File: src/rtl/soc_pio_master.sv
// soc_pio_master: command-FIFO-fed Avalon-MM programmed-I/O master.
// Commands {write, addr, wdata} are queued in a small FIFO. One command is
// executed at a time as a single-cycle Avalon-MM access. Read data is
// captured after a fixed slave latency and returned as a one-cycle pulse.
// Ports:
//   clk, reset_n             clock, async active-low reset
//   cmd_valid/cmd_ready      command handshake (cmd_ready = FIFO not full)
//   cmd_write/addr/wdata     command payload
//   rsp_valid/rsp_rdata      read response pulse and held read data
//   busy                     FIFO non-empty or access in progress
//   address/chipselect/write_n/writedata/readdata  Avalon-MM master side
module soc_pio_master #(
  parameter int unsigned ADDR_W       = 2,
  parameter int unsigned DATA_W       = 32,
  parameter int unsigned FIFO_DEPTH   = 4,
  parameter int unsigned READ_LATENCY = 0
) (
  input  logic              clk,
  input  logic              reset_n,
  input  logic              cmd_valid,
  output logic              cmd_ready,
  input  logic              cmd_write,
  input  logic [ADDR_W-1:0] cmd_addr,
  input  logic [DATA_W-1:0] cmd_wdata,
  output logic              rsp_valid,
  output logic [DATA_W-1:0] rsp_rdata,
  output logic              busy,
  output logic [ADDR_W-1:0] address,
  output logic              chipselect,
  output logic              write_n,
  output logic [DATA_W-1:0] writedata,
  input  logic [DATA_W-1:0] readdata
);

  localparam int unsigned PTR_W    = (FIFO_DEPTH > 1) ? $clog2(FIFO_DEPTH) : 1;
  localparam int unsigned CNT_W    = $clog2(FIFO_DEPTH + 1);
  localparam int unsigned ENTRY_W  = 1 + ADDR_W + DATA_W;
  localparam int unsigned LAT_W    = 2;
  localparam int unsigned LAT_LAST = (READ_LATENCY > 0) ? READ_LATENCY - 1 : 0;

  typedef enum logic [1:0] {
    IDLE    = 2'd0,
    ACCESS  = 2'd1,
    WAIT_RD = 2'd2
  } state_t;

  state_t             state;
  logic [LAT_W-1:0]   lat_cnt;

  logic [ENTRY_W-1:0] mem [FIFO_DEPTH];
  logic [PTR_W-1:0]   wr_ptr;
  logic [PTR_W-1:0]   rd_ptr;
  logic [CNT_W-1:0]   count;

  logic               push;
  logic               pop;
  logic               fifo_empty;
  logic [ENTRY_W-1:0] head;
  logic               head_write;
  logic [ADDR_W-1:0]  head_addr;
  logic [DATA_W-1:0]  head_wdata;

  // Handshake and status are pure functions of registered state.
  assign fifo_empty = (count == '0);
  assign cmd_ready  = (count != CNT_W'(FIFO_DEPTH));
  assign busy       = !fifo_empty || (state != IDLE);
  assign push       = cmd_valid && cmd_ready;
  assign pop        = (state == IDLE) && !fifo_empty;

  assign head       = mem[rd_ptr];
  assign head_write = head[ENTRY_W-1];
  assign head_addr  = head[DATA_W +: ADDR_W];
  assign head_wdata = head[DATA_W-1:0];

  // FIFO storage; contents need no reset since count gates every read.
  always_ff @(posedge clk) begin
    if (push) begin
      mem[wr_ptr] <= {cmd_write, cmd_addr, cmd_wdata};
    end
  end

  // FIFO pointers and occupancy; push+pop leaves count unchanged.
  always_ff @(posedge clk or negedge reset_n) begin
    if (!reset_n) begin
      wr_ptr <= '0;
      rd_ptr <= '0;
      count  <= '0;
    end else begin
      if (push) begin
        wr_ptr <= wr_ptr + PTR_W'(1);
      end
      if (pop) begin
        rd_ptr <= rd_ptr + PTR_W'(1);
      end
      if (push && !pop) begin
        count <= count + CNT_W'(1);
      end else if (pop && !push) begin
        count <= count - CNT_W'(1);
      end
    end
  end

  // Access sequencer with registered bus and response outputs.
  always_ff @(posedge clk or negedge reset_n) begin
    if (!reset_n) begin
      state      <= IDLE;
      lat_cnt    <= '0;
      chipselect <= 1'b0;
      write_n    <= 1'b1;
      address    <= '0;
      writedata  <= '0;
      rsp_valid  <= 1'b0;
      rsp_rdata  <= '0;
    end else begin
      rsp_valid <= 1'b0;
      case (state)
        IDLE: begin
          if (pop) begin
            chipselect <= 1'b1;
            write_n    <= !head_write;
            address    <= head_addr;
            writedata  <= head_write ? head_wdata : '0;
            state      <= ACCESS;
          end
        end
        ACCESS: begin
          chipselect <= 1'b0;
          write_n    <= 1'b1;
          address    <= '0;
          writedata  <= '0;
          if (!write_n) begin
            state <= IDLE;
          end else if (READ_LATENCY == 0) begin
            // Zero-latency slave: data is valid during the access cycle.
            rsp_rdata <= readdata;
            rsp_valid <= 1'b1;
            state     <= IDLE;
          end else begin
            lat_cnt <= '0;
            state   <= WAIT_RD;
          end
        end
        WAIT_RD: begin
          if (lat_cnt == LAT_W'(LAT_LAST)) begin
            rsp_rdata <= readdata;
            rsp_valid <= 1'b1;
            state     <= IDLE;
          end else begin
            lat_cnt <= lat_cnt + LAT_W'(1);
          end
        end
        default: begin
          state <= IDLE;
        end
      endcase
    end
  end

endmodule
File: config.mk
export PLATFORM = sky130hd
export DESIGN_NAME = soc_pio_master
export DESIGN_NICKNAME = d
export VERILOG_FILES = /design/src/rtl/soc_pio_master.sv
export SDC_FILE = /design/constraint.sdc
export NUM_CORES = 1
export LEC_CHECK = 0
export ABC_AREA = 1
export CAP_MARGIN = 20
export CORE_MARGIN = 10
export CORE_UTILIZATION = 33
export CTS_BUF_LIST = sky130_fd_sc_hd__clkbuf_4
export DETAILED_ROUTE_END_ITERATION = 8
export GPL_TIMING_DRIVEN = 0
export PLACE_DENSITY = 0.64
export SYNTH_ARGS = -nofsm -noshare
export SYNTH_HDL_FRONTEND = slang
export SYNTH_SLANG_ARGS = --single-unit
File: constraint.sdc
create_clock -name clk -period 2.75 [get_ports clk]
set_input_delay 0.4125 -clock clk [delete_from_list [all_inputs] [get_ports clk]]
set_output_delay 0.4125 -clock clk [all_outputs]
set_load 0.05 [all_outputs]
### Word level (Yosys, flattened, before mapping)

Memories as Yosys holds them, arrays and structs flattened.
Index checks and enable logic that the tools add are counted.

* flip-flop bits (word level): 80
* bits in latches: 0
* memory bits (writable): 140
* ROM bits: 0
* bits of input ports: 70
* memories: 1

Memory list
* mem: words 4, width 35, read ports 1, clocked after memory_dff 0, wr ports 1, RTL line 50 `logic [ENTRY_W-1:0] mem [FIFO_DEPTH];`

* add/subtract/negate cells: 5
* multiply operators: 0
* div/mod/pow operators: 0
* magnitude comparators: 0
* eq/ne operators: 6
* shifts and indexed selects: 0
* muxes and demuxes: 22
* bitwise gates (word level): 1
* reductions and logical operators: 20

Operators with widths (number)
* $mux 32: 4
* $pmux 32 s2: 2
* $pmux 2 s2: 2
* $reduce_bool 2->1: 4
* $add 2x1->2 const B: 3
* $mux 1: 6
* $mux 2: 3
* $mux 3: 2
* $ne 2x2->1 const B: 3
* $pmux 1 s2: 3
* $reduce_and 2->1: 3
* $logic_and 1x1->1: 4
* $logic_not 1->1: 4
* $logic_not 2->1: 2
* $add 3x1->3 const B: 1
* $logic_not 3->1: 1
* $ne 3x3->1 const B: 1
* $reduce_and 3->1: 1
* $sub 3x1->3 const B: 1
* $eq 2x1->1 const B: 1
* $eq 2x2->1 const B: 1
* $logic_or 1x1->1: 1
* $not 1->1: 1

### Longest topological paths before layout

Gate-level depths: netlist of the first run.

* depth in word-level cells: 6
* depth in mapped cells: 10
* gate-level depth less buffers: 10

### Worst setup path before layout of the first run

Ideal clock, no wire load.

* path type: register to register
* start: register count[0]
* end: memory mem[0][0] (netlist name), enable pin
* setup time: 0.427 ns
* arrival: 2.574 ns
* path slack: -0.252 ns
* cell stages (with the launch flop): 5
* buffers on the path: 0
* cells stage by stage: dfrtp_1 -> nor2_2 -> nand2_1 -> nand2_1 -> nor2_1

* longest elaborated chain between the ends: 4

RTL lines
* from (decl): RTL line 53 `logic [CNT_W-1:0] count;`
* from (signal assigned): RTL line 96 `count <= count + CNT_W'(1);`
* from (signal assigned): RTL line 98 `count <= count - CNT_W'(1);`
* $ne 3x3->1: RTL line 65 `assign cmd_ready = (count != CNT_W'(FIFO_DEPTH));`
* net cmd_ready: RTL line 21 `output logic cmd_ready,`
* $logic_and 1x1->1: RTL line 67 `assign push = cmd_valid && cmd_ready;`
* $mux 1: RTL line 77 `if (push) begin`
* $mux 1 (not written as such): RTL line 78 `mem[wr_ptr] <= {cmd_write, cmd_addr, cmd_wdata};`
* to (decl): RTL line 50

The timed path passes the listed nets, and every way through them passes these cells.

### Final worst setup path of the first run

* start: register count[1]
* end: output cmd_ready

* longest elaborated chain between the ends: 1

RTL lines (RTL line)
* $ne 3x3->1: 65
* to (decl): 21

Every way passes these cells.

==> summary.txt, run 1 <==
Placed design
  • Placed cell count: 1359
  • Hpwl dp: 14960 um
  • PortBufs: 140
  • Placer Congestion: 0.7352
  • Place WS: 170.0 ps
  • Cell Area, Placed: 0.01088 mm^2

Timing
  • Final hold violation count: 0
  • Max-slew violations: 0
  • Final period utilization: 89.34%
  • Setup-failing EPs final: 0
  • Measured slew at the worst slew-check pin: 683.4 ps
  • RSZ-0062 raised after global routing: false
  • Setup TNS: 0 ps
  • Clk_skew: between 50 and 60 ps
  • Post-route worst setup slack: 293.0 ps
  • Slew headroom: 54.33%
  • Post-route minimum period: 2457 ps
  • Fmax: just over 400 MHz

Power
  • Power Density: 1138 mW/mm^2
  • Static Leakage: between 5 and 6 nW
  • Max VDD drop: 0.4325 mV

CTS
  • Clk sinks: 216
  • Max Root-Sink Buffers: 3
  • CTS tree: built
  • Skew-Pair Late Insertion Delay: around 690 ps
  • CTS H-tree depth: 2
  • Clk pin slew, worst setup/hold paths: 70 ps
  • Root buffer selected by CTS: clkbuf_4
  • CTS Buf Count: 57

Yosys
  • Synth area leader: edfxtp_1
  • Seq/Total Area, Yosys: about 69%
  • Ys Warns: 0
  • Synth Area in Adders: less than 1%
  • Multiplexer share of the synthesized area: 0.1266%
  • Compound-cell area share of the yosys netlist: 0.2814%
  • Largest family of logic cells by synthesized area: simple AND/OR/NAND/NOR gates
  • Syn nets: about 950
  • Synthesized area: 0.008894 mm^2
  • Post-synthesis register bit count: 216
  • Synth cell types: 23
  • Share of the synthesized area in the top cell type: between 40% and 50%
  • Mapped Cells: 873
  • Xor/xnor cell area share of the yosys netlist: 0.3939%
  • Synth area leaders: edfxtp_1 (47%), dfrtp_1 (21%), nand2_1 (14%), inv_1 (6.0%), nand3_1 (6.0%)
  • Avg Cell Area, Syn: 10.19 um^2
  • Post-Synth Simple-Gate Area: 20.86%

Layout
  • Design Area, Final: 0.01163 mm^2
  • Synth-to-Final Area Change: 30.77%
  • Post-Layout Cell Count: 1469
  • Layout cells sized above 1: between 10% and 20%
  • Final nets: 1154
  • Fill count: 2553
  • Fin util: 43.52%

Global route
  • First-pass GRT wire length: 34870 um
  • Vias in the first global route: 6451
  • GRT Total Usage: 13.18%
  • Largest net degree at the start of global routing: 62
  • Initial antenna violation count: 3
  • GRT Residual Overflow: 0

Flow run
  • Max-cap violations: 0

Floorplan
  • Initial Util: between 30% and 40%
  • Standard-cell rows: 60
  • Die X: 184.2 um
  • DIE HEIGHT: approximately 180 um
  • Die area: ~0.034 mm^2
  • I/O pin count: 141
  • Area of the core: between 0.02 and 0.03 mm^2

Route
  • Routed via count: roughly 6.3k
  • ANT nets after route: 0
  • DR DRC count: 0
  • Drt initial violations: 378
  • Drt wl/cell: 15.09 um
  • Routed WL: 22170 um
  • DR pass1 iterations: 5
  • Drt via density: 4.302

Status
  • Status: finished clean

Critical path
  • CP Data Arrival Time: 2040 ps
  • Kind of critical path: reg2out
  • CP required: 2340 ps
  • Startpoint types: flip-flop
  • Crit-path max FO: 3
  • CP endpoint kind: output port

Min path
  • Worst hold path type: in2async
==> cell type report <==
class                      instances  area (um^2)  share of cell area [%]
sequential                       216         6107                   52.51
multi-input combinational        473         2039                   17.54
timing repair buffer             146         1541                   13.25
clock buffer                      78        585.6                   5.035
inverter                         146        553.0                   4.755
tap                              341        426.7                   3.669
buffer                            38        224.0                   1.926
clock inverter                    29        147.6                   1.270
antenna                            2        5.005                 0.04303
==> kinds of logic (layout without fill, tap and decap cells) <==
| kind of cell | count (synthesis) | count (layout) |
|---|---|---|
| AO/OA/AOI/OAI | 5 | 5 |
| XOR/XNOR | 4 | 4 |
| adder cells (fa/ha/maj) | 6 | 6 |
| buffers and inverters | 184 | 437 |
| flip-flops | 216 | 216 |
| multiplexers | 1 | 1 |
| other | 0 | 2 |
| AND/OR/NAND/NOR | 457 | 457 |
==> synthesized netlist by cell type <==
cell,number
nor2_1,5
nand2_1,343
clkbuf_1,3
inv_2,1
xor2_1,3
buf_2,23
xnor2_1,1
inv_1,143
edfxtp_1,140
o21ai_0,2
buf_4,10
fa_1,1
dfstp_2,1
inv_4,2
ha_1,5
buf_6,2
nand3_1,106
or2_2,1
a21oi_1,3
mux2_2,1
dfrtp_1,75
nor2_2,1
nand2_2,1
==> timing repair <==
action / CTS / global route
setup buffers: 0 / 0
setup endpoints to repair: 0 / 1
hold endpoints to repair: 75 / 0
gates resized for setup: 0 / 1
hold buffers: 1 / 0
==> worst max-delay path, cell delays in order (launching register included) <==
cell and delay (ps):
dfrtp_1 420, nor2_2 160, nand2_1 100, clkdlybuf4s50_1 710
==> cells in the final DEF, fill, tap and decap left out <==
cell type	n
ha_1	5
edfxtp_1	140
buf_16	4
clkbuf_4	78
xnor2_1	1
inv_4	2
o21ai_0	2
nand3_1	106
diode_2	2
nor2_1	1
clkinv_2	2
clkinv_4	1
inv_6	1
nand2_1	343
inv_1	143
a21oi_1	3
buf_12	1
buf_2	23
inv_2	1
dlygate4sd3_1	1
clkinv_1	24
dlymetal6s2s_1	1
fa_1	1
xor2_1	3
nor2_2	1
clkdlybuf4s50_1	138
dfrtp_1	75
buf_6	2
clkbuf_1	3
nand2_2	1
bufinv_16	1
mux2_2	1
nor2_4	4
dfstp_2	1
buf_4	11
or2_2	1
==> report_power, final <==
group,leakage [nW],switching [mW],internal (mW),total [mW]
Sequential,2.25,0.298,4.37,4.66
Clock,0.427,1.31,1.43,2.73
Combinational,2.76,4.00,1.85,5.84
Total,5.44,5.60,7.64,13.2
==> layer usage <==
metal	GRT usage, %	vias up	share of wire (%)
li1	-	3195	-
met1	16.07	2867	44
met2	21.41	216	46
met3	4.351	37	8.3
met4	4.589	4	1.5
met5	0	-	0.12
==> worst paths after layout <==
check                                     startpoint                         to  slack [ps]  cells after the start
max in group asynchronous                    reset_n        write_n$_DFFE_PN1P_        1940                      3
min in group clk                        readdata[25]  rsp_rdata[25]$_DFFE_PN0P_         310                      3
max reg2reg                     count[1]$_DFFE_PN0P_       count[1]$_DFFE_PN0P_         430                      8
min                                          reset_n  writedata[19]$_DFFE_PN0P_         160                      2
max                             count[1]$_DFFE_PN0P_                  cmd_ready         290                      3
min reg2reg                rsp_rdata[17]$_DFFE_PN0P_  rsp_rdata[17]$_DFFE_PN0P_         480                      2
==> stage by stage <==
| stage | power (mW) | hold slack, ps |
|---|---|---|
| after CTS | 13.46 | 98.48 |
| after global routing | 14.22 | 136.9 |
| after global placement | 10.47 | 460.1 |
| final | 13.24 | 159.3 |
| after detailed placement | 10.66 | 303.2 |
| after floorplan | 8.534 | 116.9 |
==> flip-flops by register name, summed over array words and instances, names as in the netlist <==
register / flops
rsp_valid: 1
address: 2
count: 3
rsp_rdata: 32
chipselect: 1
mem: 140
write_n: 1
rd_ptr: 2
writedata: 32
wr_ptr: 2
Note: power is estimated with default switching activity, not from simulation.
==> run 2: changes to the inputs <==
CTS_BUF_LIST = default   (was sky130_fd_sc_hd__clkbuf_4)
==> run 2 against run 1 <==
  * Clock power grew 15%
  * Combinational power is essentially flat
  * Wire length shrank 1.1%
  * Die area is the same
  * Flip-flop and latch count is the same
  * Non-clock buffer count is the same
  * Critical path depth is the same
  * Cell count shrank 4.4%
  * Fmax is essentially flat
  * Critical path type unchanged
  * Largest cell class unchanged
==> summary.txt, run 2 (synthesis results as in run 1) <==
Critical path
  • Slowest stage delay, CP: ~790 ps
  • CP Data Arrival Time: 2040 ps
  • CP max-delay cell: clkdlybuf4s50_1
  • Startpoint types: flip-flop
  • Bufs and invs on worst path: 1
  • CP endpoint kind: output port
  • Critical path, cell by cell: nor2_2, nand3_1, clkdlybuf4s50_1
  • CP required: around 2300 ps
  • Kind of critical path: reg2out
  • Crit-path max FO: 4
  • Worst path top cell family by delay: buffers and inverters

Timing
  • Post-route worst setup slack: 293.2 ps
  • Post-route minimum period: between 2000 and 2500 ps
  • RSZ-0062 raised after global routing: false
  • Fmax: approximately 400 MHz
  • Max-slew violations: 0
  • Clk_skew: 20.32 ps
  • Final period utilization: between 80% and 90%
  • Measured slew at the worst slew-check pin: 699.7 ps
  • Final hold violation count: 0
  • Slew headroom: 53.24%
  • Setup-failing EPs final: 0

Layout
  • Fin util: 43.68%
  • Layout cells sized above 1: 8.278%
  • Max reg flops: 140
  • Post-Layout Cell Count: 1404
  • Ant. Diodes: 0
  • Most common cell after layout, fill and taps aside: nand2_1
  • Top flop regs: mem: 140 flops, rsp_rdata: 32 flops, writedata: 32 flops
  • Final nets: 1121
  • Most frequent cells in the layout: nand2_1 (343), inv_1 (143), edfxtp_1 (140), clkdlybuf4s50_1 (139), nand3_1 (106)
  • Top reg by flops: mem
  • Synth-to-Final Area Change: 31.25%

CTS
  • Clk pin slew, worst setup/hold paths: 60 ps
  • Skew-Pair Late Insertion Delay: 520 ps
  • Max Root-Sink Buffers: 3
  • CTS tree: built
  • Post-CTS resize count: 0
  • Root buffer selected by CTS: clkbuf_16
  • CTS Buf Count: 24
  • Clk sinks: around 220
  • CTS H-tree depth: 1

Global route
  • First-pass GRT wire length: 34580 um
  • M2 GR Usage: 21.73%
  • GRT Residual Overflow: 0
  • Largest net degree at the start of global routing: 62
  • Routing usage on met3: 3.564%
  • Vias in the first global route: 6177
  • GRT Total Usage: 12.96%
  • Met1 GRT Util: between 15 and 20%
  • GR peak layer: met2
  • Initial antenna violation count: 2

Placed design
  • PortBufs: 140
  • Hpwl dp: roughly 15000 um
  • Place WS: 170.0 ps
  • Placed cell count: 1359
  • Placer Congestion: 0.7352

Route
  • ANT nets after route: 0
  • Routed via count: between 6k and 7k
  • Drt initial violations: 342
  • DR DRC count: 0
  • Drt wl/cell: 15.62 um
  • Routed WL: 21930 um
  • DR pass1 iterations: 4
  • Drt via density: 4.304

Power
  • Power Density: 1168 mW/mm^2
  • Static Leakage: 5.397 nW
  • Max VDD drop: 0.5003 mV
  • Final Power: 13.64 mW

Floorplan
  • Die X: between 150 and 200 um
  • Die area: 0.03392 mm^2
  • DIE HEIGHT: 184.2 um
  • I/O pin count: around 140
  • Area of the core: 0.02673 mm^2
  • Initial Util: 33.28%
  • Standard-cell rows: 60

Status
  • Status: finished clean

Min path
  • Worst hold path type: in2async

Flow run
  • Max-cap violations: 0
==> run 2: changes by cell type in the layout (fill, tap and decap cells not counted), sizes merged <==
cell,before,now
dlymetal6s2s,1,0
clkbuf,81,39
inv,147,146
clkinv,27,7
diode,2,0
clkdlybuf4s50,138,139
==> run 2: worst reg2reg max path, delay by kind of cell, from the launching register on <==
| kind | cells | cell delay (ps) |
|---|---|---|
| adder cells (fa/ha/maj) | 2 | 640 |
| buffers and inverters | 2 | 250 |
| flip-flops | 1 | 410 |
| multiplexers | 1 | 260 |
| AND/OR/NAND/NOR | 3 | 620 |
==> run 2: final cells by class <==
type | count | area (um^2)
clock buffer | 36 | 708.2
multi-input combinational | 473 | 2039
clock inverter | 8 | 75.07
buffer | 38 | 224.0
inverter | 146 | 553.0
tap | 341 | 426.7
fill | 2517 | 15050
timing repair buffer | 146 | 1539
sequential | 216 | 6107
==> run 2: path summary, 6_finish.rpt <==
check                                           from                        end  slack (ps)  cells past startpoint
hold reg to reg            rsp_rdata[18]$_DFFE_PN0P_  rsp_rdata[18]$_DFFE_PN0P_         480                      2
max in group asynchronous                    reset_n        write_n$_DFFE_PN1P_        1810                      3
min in group clk                        readdata[25]  rsp_rdata[25]$_DFFE_PN0P_         440                      3
setup / recovery                count[1]$_DFFE_PN0P_                       busy         290                      3
setup reg to reg                count[1]$_DFFE_PN0P_       count[1]$_DFFE_PN0P_         430                      8
hold / removal                               reset_n  writedata[15]$_DFFE_PN0P_         310                      2
==> run 2: timing repair <==
| action | 4_1_cts | 5_1_grt |
|---|---|---|
| hold buffers | 1 | 0 |
| buffers inserted | 0 | 0 |
| endpoints found under the hold margin | 15 | 0 |
==> run 2: metrics by stage <==
stage	instance area (um^2)	TNS [ps]	hold WS (ps)
after global placement	10720	-337610	460.1
after detailed placement	10880	0	303.2
after global routing	11670	0	336.1
after floorplan	8894	-35250	116.9
final	11670	0	310.1
after CTS	11670	0	297.8
==> run 2: power breakdown <==
| part | switching (mW) | internal (mW) | leakage (nW) | total (mW) |
|---|---|---|---|---|
| logic | 3.99 | 1.85 | 2.76 | 5.84 |
| registers | 0.298 | 4.37 | 2.25 | 4.67 |
| clock network | 1.26 | 1.88 | 0.386 | 3.13 |
| total | 5.54 | 8.09 | 5.40 | 13.6 |
==> run 2: metal layers <==
layer / wire length (um) / vias to the layer above
met5: 27 / -
met4: 336 / 4
met3: 1572 / 31
met2: 10160 / 174
met1: 9839 / 2756
li1: - / 3078
==> run 3: changes to the inputs <==
ABC_CLOCK_PERIOD_IN_PS = 2750   (was default)
==> results of run 3 <==
Same layout as run 2: the final DEF is identical, and so are final timing and power.
